### config.mk
export PLATFORM = sky130hd
export DESIGN_NAME = instr_encoder
export DESIGN_NICKNAME = d
export VERILOG_FILES = /design/src/rtl/instr_encoder.sv
export SDC_FILE = /design/constraint.sdc
export NUM_CORES = 1
export LEC_CHECK = 0
export ABC_AREA = 1
export BUFFER_PORTS_ARGS = -buffer_cell sky130_fd_sc_hd__buf_4
export CORE_UTILIZATION = 30
export CTS_BUF_LIST = sky130_fd_sc_hd__clkbuf_2 sky130_fd_sc_hd__clkbuf_4 sky130_fd_sc_hd__clkbuf_8
export DETAILED_ROUTE_END_ITERATION = 12
export PLACE_DENSITY = 0.52
export SLEW_MARGIN = 20
export SYNTH_ARGS = -nofsm -noshare
export SYNTH_HDL_FRONTEND = slang
export SYNTH_SLANG_ARGS = --single-unit
### constraint.sdc
create_clock -name clk -period 2.9 [get_ports clk]
set_input_delay 0.29 -clock clk [delete_from_list [all_inputs] [get_ports clk]]
set_output_delay 0.29 -clock clk [all_outputs]
set_load 0.1 [all_outputs]
### src/rtl/instr_encoder.sv
// RV32I field packer: encodes requests into 32-bit words, buffers them in a small FIFO
// and streams them to an instruction-memory write port with an auto-incrementing address.
module instr_encoder #(
   parameter int                DEPTH     = 4,
   parameter int                ADDR_W    = 32,
   parameter logic [ADDR_W-1:0] BASE_ADDR = '0
) (
   input  logic              clk,
   input  logic              rst_n,
   input  logic              flush,
   input  logic              in_valid,
   output logic              in_ready,
   input  logic [3:0]        in_class,
   input  logic [4:0]        in_rd,
   input  logic [4:0]        in_rs1,
   input  logic [4:0]        in_rs2,
   input  logic [2:0]        in_funct3,
   input  logic              in_alt,
   input  logic [31:0]       in_imm,
   output logic              err,
   output logic              wr_valid,
   input  logic              wr_ready,
   output logic [ADDR_W-1:0] wr_addr,
   output logic [31:0]       wr_data
);

   localparam int PTR_W = $clog2(DEPTH);
   localparam int CNT_W = PTR_W + 1;
   localparam logic [CNT_W-1:0] FULL_CNT = CNT_W'(DEPTH);

   localparam logic [3:0] CL_LOAD   = 4'd0;
   localparam logic [3:0] CL_OPIMM  = 4'd1;
   localparam logic [3:0] CL_AUIPC  = 4'd2;
   localparam logic [3:0] CL_STORE  = 4'd3;
   localparam logic [3:0] CL_OP     = 4'd4;
   localparam logic [3:0] CL_LUI    = 4'd5;
   localparam logic [3:0] CL_BRANCH = 4'd6;
   localparam logic [3:0] CL_JALR   = 4'd7;
   localparam logic [3:0] CL_JAL    = 4'd8;

   localparam logic [6:0] OPC_LOAD   = 7'b0000011;
   localparam logic [6:0] OPC_OPIMM  = 7'b0010011;
   localparam logic [6:0] OPC_AUIPC  = 7'b0010111;
   localparam logic [6:0] OPC_STORE  = 7'b0100011;
   localparam logic [6:0] OPC_OP     = 7'b0110011;
   localparam logic [6:0] OPC_LUI    = 7'b0110111;
   localparam logic [6:0] OPC_BRANCH = 7'b1100011;
   localparam logic [6:0] OPC_JALR   = 7'b1100111;
   localparam logic [6:0] OPC_JAL    = 7'b1101111;

   logic [31:0]       mem_q [DEPTH];
   logic [31:0]       mem_d [DEPTH];
   logic [PTR_W-1:0]  wr_ptr_q, wr_ptr_d;
   logic [PTR_W-1:0]  rd_ptr_q, rd_ptr_d;
   logic [CNT_W-1:0]  count_q, count_d;
   logic [ADDR_W-1:0] addr_q, addr_d;
   logic              err_q, err_d;

   logic [31:0] enc_word;
   logic        enc_legal;
   logic        accept;
   logic        push;
   logic        pop;

   always_comb begin
      enc_word  = '0;
      enc_legal = 1'b1;
      case (in_class)
         CL_LOAD:   enc_word = {in_imm[11:0], in_rs1, in_funct3, in_rd, OPC_LOAD};
         CL_OPIMM: begin
            // Shift-immediates carry a funct7-style upper field with the alternate bit.
            if (in_funct3 == 3'b001 || in_funct3 == 3'b101)
               enc_word = {1'b0, in_alt, 5'b00000, in_imm[4:0], in_rs1, in_funct3, in_rd, OPC_OPIMM};
            else
               enc_word = {in_imm[11:0], in_rs1, in_funct3, in_rd, OPC_OPIMM};
         end
         CL_AUIPC:  enc_word = {in_imm[31:12], in_rd, OPC_AUIPC};
         CL_STORE:  enc_word = {in_imm[11:5], in_rs2, in_rs1, in_funct3, in_imm[4:0], OPC_STORE};
         CL_OP:     enc_word = {1'b0, in_alt, 5'b00000, in_rs2, in_rs1, in_funct3, in_rd, OPC_OP};
         CL_LUI:    enc_word = {in_imm[31:12], in_rd, OPC_LUI};
         CL_BRANCH: enc_word = {in_imm[12], in_imm[10:5], in_rs2, in_rs1, in_funct3,
                                in_imm[4:1], in_imm[11], OPC_BRANCH};
         CL_JALR:   enc_word = {in_imm[11:0], in_rs1, 3'b000, in_rd, OPC_JALR};
         CL_JAL:    enc_word = {in_imm[20], in_imm[10:1], in_imm[11], in_imm[19:12], in_rd, OPC_JAL};
         default:   enc_legal = 1'b0;
      endcase
   end

   assign in_ready = (count_q != FULL_CNT);
   assign wr_valid = (count_q != '0);
   assign wr_data  = mem_q[rd_ptr_q];
   assign wr_addr  = addr_q;
   assign err      = err_q;

   assign accept = in_valid && in_ready && !flush;
   assign push   = accept && enc_legal;
   assign pop    = wr_valid && wr_ready && !flush;

   always_comb begin
      mem_d    = mem_q;
      wr_ptr_d = wr_ptr_q;
      rd_ptr_d = rd_ptr_q;
      count_d  = count_q;
      addr_d   = addr_q;
      err_d    = 1'b0;
      if (flush) begin
         // Flush wins over any accept or pop presented in the same cycle.
         wr_ptr_d = '0;
         rd_ptr_d = '0;
         count_d  = '0;
         addr_d   = BASE_ADDR;
      end else begin
         err_d = accept && !enc_legal;
         if (push) begin
            mem_d[wr_ptr_q] = enc_word;
            wr_ptr_d        = wr_ptr_q + 1'b1;
         end
         if (pop) begin
            rd_ptr_d = rd_ptr_q + 1'b1;
            addr_d   = addr_q + ADDR_W'(4);
         end
         case ({push, pop})
            2'b10:   count_d = count_q + 1'b1;
            2'b01:   count_d = count_q - 1'b1;
            default: count_d = count_q;
         endcase
      end
   end

   always_ff @(posedge clk or negedge rst_n) begin
      if (!rst_n) begin
         mem_q    <= '{default: '0};
         wr_ptr_q <= '0;
         rd_ptr_q <= '0;
         count_q  <= '0;
         addr_q   <= BASE_ADDR;
         err_q    <= 1'b0;
      end else begin
         mem_q    <= mem_d;
         wr_ptr_q <= wr_ptr_d;
         rd_ptr_q <= rd_ptr_d;
         count_q  <= count_d;
         addr_q   <= addr_d;
         err_q    <= err_d;
      end
   end

endmodule

==> metrics.yaml <==
outcome: "completed"
dieWidth_um: 171
synth-seq-area-share: 0.472
rsz0062_at_grt: "false"
internal_power_uw: 4330
layout_min_cycle_time_ns: 2.57
post_synth_and_or_nand_nor_area_fraction: 0.352
synth_xor_area_frac: 0.00204
worstSetupStartpoint: "rd_ptr_q[1]"
share_comb_of_total_power: 0.470
fp.dieH_um: 171
postCtsSetupRepairBufs: 0
maxSlewViolCount: 0
all_layer_gr_usage: 0.188
remaining_overflow_grt: 0
tritoncts: "built"
drc_errors: 0
worst-slew-pin-transition_ns: 0.772
drt-initial-drc-count: 592
number_of_max_cap_violations: 0
rr_worst_depth: 13
postSynthAreaPerCell_um2: 7.14
place.gp.congestion: 0.880
grt_antenna_before_repair: 0
count_of_tritonroute_iterations_in_the_first_routing_pass: 5
crit_path_end: "wr_data[31]"
root_buffer: "sky130_fd_sc_hd__clkbuf_8"
synthDominantAreaCellType: "sky130_fd_sc_hd__dfrtp_1"
hold_path_class: "in -> reg"
post_cts.resized_instances: 0
row_count: 61
syn-cell-area_um2: 8600
setup.worst_path.start_class: "flop"
diodes: 0
cts_hold_buf: 1
fmaxAchievable_mhz: 390
drt-total-wl_um: 26200
power_frac_seq: 0.336
crit-reg2reg-launch: "count_q[0]"
initial_core_util: 0.307
io_pins: 127
fill_cells: 3041
worstSetupEndpointType: "primary output"
crit_fanout: 21
dieArea_um2: 29300
slew_headroom: 0.485
vias_after_detailed_routing: 8117
clkPwrFrac: 0.193
netlist_instances: 1204
sw_frac_of_total: 0.509
drive_gt1_frac: 0.150
synth_cell_type_count: 34
yosysWarningCount: 0
capture_point_of_the_worst_reg_to_reg_path: "count_q[2]"
r2r_setup_slack_ns: 0.72
timing.setup.critical_path_class: "reg -> out"
cts_max_level: 4
grt_first_pass_wirelength_um: 42300
clock_sinks: 162
ys_ff_latch: 162
fin_hold_ws_ns: 0.185
switching_power_uw: 4480
vias_per_inst: 4.77
cp.required_ns: 2.61
clk_pin_slew_ns: 0.11
core_um2: 28000
synth_fa_ha_area_frac: 0.00961
number_of_clock_buffers_inserted_by_tritoncts: 17
fin_setup_tns_ns: 0
io_buffer_count: 124
dp_hpwl_um: 17400
clk_path_buf_depth: 2
p_per_area_nw_per_um2: 860
grt_pass1_vias: 7785
final_min_period_over_clock_period: 0.885
largest_net_degree_at_the_start_of_global_routing: 64
cp.arrival_ns: 2.28
synthMuxAreaShare: 0
ir_worst_vdd_mv: 0.715
netlist_top_cells_area: "sky130_fd_sc_hd__dfrtp_1 (47%), sky130_fd_sc_hd__nand2_1 (24%), sky130_fd_sc_hd__o21ai_0 (6.5%), sky130_fd_sc_hd__nor2_1 (5.7%), sky130_fd_sc_hd__inv_1 (2.3%)"
final_setup_skew_ns: 0.0277
synth_compound_area_frac: 0.0996
worstSkewPairLatency_ns: 0.47
area_grow_syn2layout_pct: 19.1
share_of_the_synthesized_area_in_the_top_cell_type: 0.472
setup_violations: 0
main_combinational_cell_family_by_area_after_synthesis: "simple AND/OR/NAND/NOR gates"
drt-wirelength-per-cell_um: 15.4
finalHoldViolCount: 0
cellLeakagePower_uw: 0.00528
nNetsFinal: 1376
antenna_violating_nets_post_route: 0
through the flow:
| stage | cell area, µm² | setup WS, ns | util | total power (µW) | instances |
|---|---|---|---|---|---|
| floorplan | 8610 | 0.141 | - | 6160 | 1205 |
| global placement | 9830 | 0.732 | 0.351 | 7160 | 1668 |
| detailed placement | 9830 | 0.700 | 0.351 | 7160 | 1668 |
| CTS | 10200 | 0.291 | 0.365 | 8880 | 1701 |
| global route | 10200 | 0.159 | 0.365 | 9270 | 1701 |
| finish | 10200 | 0.333 | 0.365 | 8810 | 1701 |
cells in the mapped netlist:
master,number
sky130_fd_sc_hd__nor2_2,2
sky130_fd_sc_hd__o211a_1,1
sky130_fd_sc_hd__a22o_1,1
sky130_fd_sc_hd__nand3_1,33
sky130_fd_sc_hd__dfrtp_1,162
sky130_fd_sc_hd__clkinv_1,1
sky130_fd_sc_hd__nand2_4,1
sky130_fd_sc_hd__o22ai_1,31
sky130_fd_sc_hd__nand4_1,24
sky130_fd_sc_hd__nand2_2,2
sky130_fd_sc_hd__inv_1,52
sky130_fd_sc_hd__inv_2,8
sky130_fd_sc_hd__fa_1,1
sky130_fd_sc_hd__buf_1,1
sky130_fd_sc_hd__buf_4,8
sky130_fd_sc_hd__o21bai_1,1
sky130_fd_sc_hd__xor2_1,1
sky130_fd_sc_hd__ha_1,5
sky130_fd_sc_hd__nand2_1,557
sky130_fd_sc_hd__clkbuf_1,21
sky130_fd_sc_hd__or2_2,4
sky130_fd_sc_hd__buf_2,14
sky130_fd_sc_hd__nor3_1,1
sky130_fd_sc_hd__o211ai_1,1
sky130_fd_sc_hd__a21boi_2,1
sky130_fd_sc_hd__o21ai_0,111
sky130_fd_sc_hd__buf_6,10
sky130_fd_sc_hd__xnor2_1,1
sky130_fd_sc_hd__conb_1,1
sky130_fd_sc_hd__a21oi_2,1
sky130_fd_sc_hd__a22oi_1,1
sky130_fd_sc_hd__a21oi_1,9
sky130_fd_sc_hd__nor2_4,6
sky130_fd_sc_hd__nor2_1,130
cell type report:
cell class	count	area [µm²]	share of cell area
Inverter	61	229	0.0224
Clock inverter	15	164	0.0160
Tap cell	378	473	0.0462
Clock buffer	17	234	0.0229
Multi-Input combinational cell	928	4000	0.391
Sequential cell	162	4060	0.396
Timing Repair Buffer	140	1080	0.106
sequential cells by signal, indices dropped and copies added (netlist names):
register / flops
mem_q: 124
wr_addr: 30
count_q: 3
rd_ptr_q: 2
wr_ptr_q: 2
err: 1
cells by family (layout without fill, tap and decap cells):
logic type / after synthesis / in the layout
DFF: 162 / 162
AOI/OAI and AO/OA: 158 / 158
adders and majority gates: 6 / 6
other: 1 / 2
and+or+nand+nor: 760 / 760
buffers and inverters: 115 / 233
xor gates and xnor gates: 2 / 2
placed cells by master, fill, tap and decap left out, types with 2 or more instances in the layout:
cell	count
sky130_fd_sc_hd__clkbuf_8	17
sky130_fd_sc_hd__dfrtp_1	161
sky130_fd_sc_hd__nand3_1	33
sky130_fd_sc_hd__buf_12	2
sky130_fd_sc_hd__inv_2	8
sky130_fd_sc_hd__nand2_1	557
sky130_fd_sc_hd__inv_6	4
sky130_fd_sc_hd__nor2_2	2
sky130_fd_sc_hd__or2_2	4
sky130_fd_sc_hd__inv_8	5
sky130_fd_sc_hd__ha_1	5
sky130_fd_sc_hd__conb_1	2
sky130_fd_sc_hd__clkinv_2	2
sky130_fd_sc_hd__nor2_1	130
sky130_fd_sc_hd__nor2_4	6
sky130_fd_sc_hd__o21ai_0	111
sky130_fd_sc_hd__inv_1	52
sky130_fd_sc_hd__nand4_1	24
sky130_fd_sc_hd__buf_4	136
sky130_fd_sc_hd__nand2_2	2
sky130_fd_sc_hd__o22ai_1	30
sky130_fd_sc_hd__a21oi_1	9
critical path: stages (launching register included):
cell and delay (ns):
sky130_fd_sc_hd__dfrtp_1 0.63, sky130_fd_sc_hd__inv_1 0.17, sky130_fd_sc_hd__buf_4 0.30, sky130_fd_sc_hd__o21ai_0 0.15, sky130_fd_sc_hd__o22ai_1 0.23, sky130_fd_sc_hd__buf_4 0.35
power groups by stage:
stage / registers (µW) / logic, µW / clock network (µW)
after floorplan: 2980 / 3180 / 0
after global placement: 3000 / 4150 / 0
after detailed placement: 3000 / 4170 / 0
after CTS: 2960 / 4170 / 1750
after global routing: 3020 / 4420 / 1840
final: 2960 / 4140 / 1700
how the worst min path moves through the flow:
stage | startpoint | slack [ns] | cells after the start | endpoint
2_1_floorplan | rst_n | -0.006 | 0 | count_q[0]
3_3_place_gp | rst_n | 0.33 | 1 | mem_q[27]
3_5_place_dp | rst_n | 0.32 | 1 | mem_q[123]
4_1_cts | flush | 0.16 | 4 | wr_addr[2]
5_1_grt | flush | 0.18 | 4 | wr_addr[30]
6_report | flush | 0.19 | 4 | wr_addr[26]
metal layers:
layer / share of wire / up-vias / track usage
li1: - / 4030 / -
met1: 0.49 / 3864 / 0.263
met2: 0.46 / 210 / 0.301
met3: 0.047 / 13 / 0.0347
met4: 0.0070 / 0 / 0.0377
met5: 0 / - / 0
(Power assumes the default switching activity.)
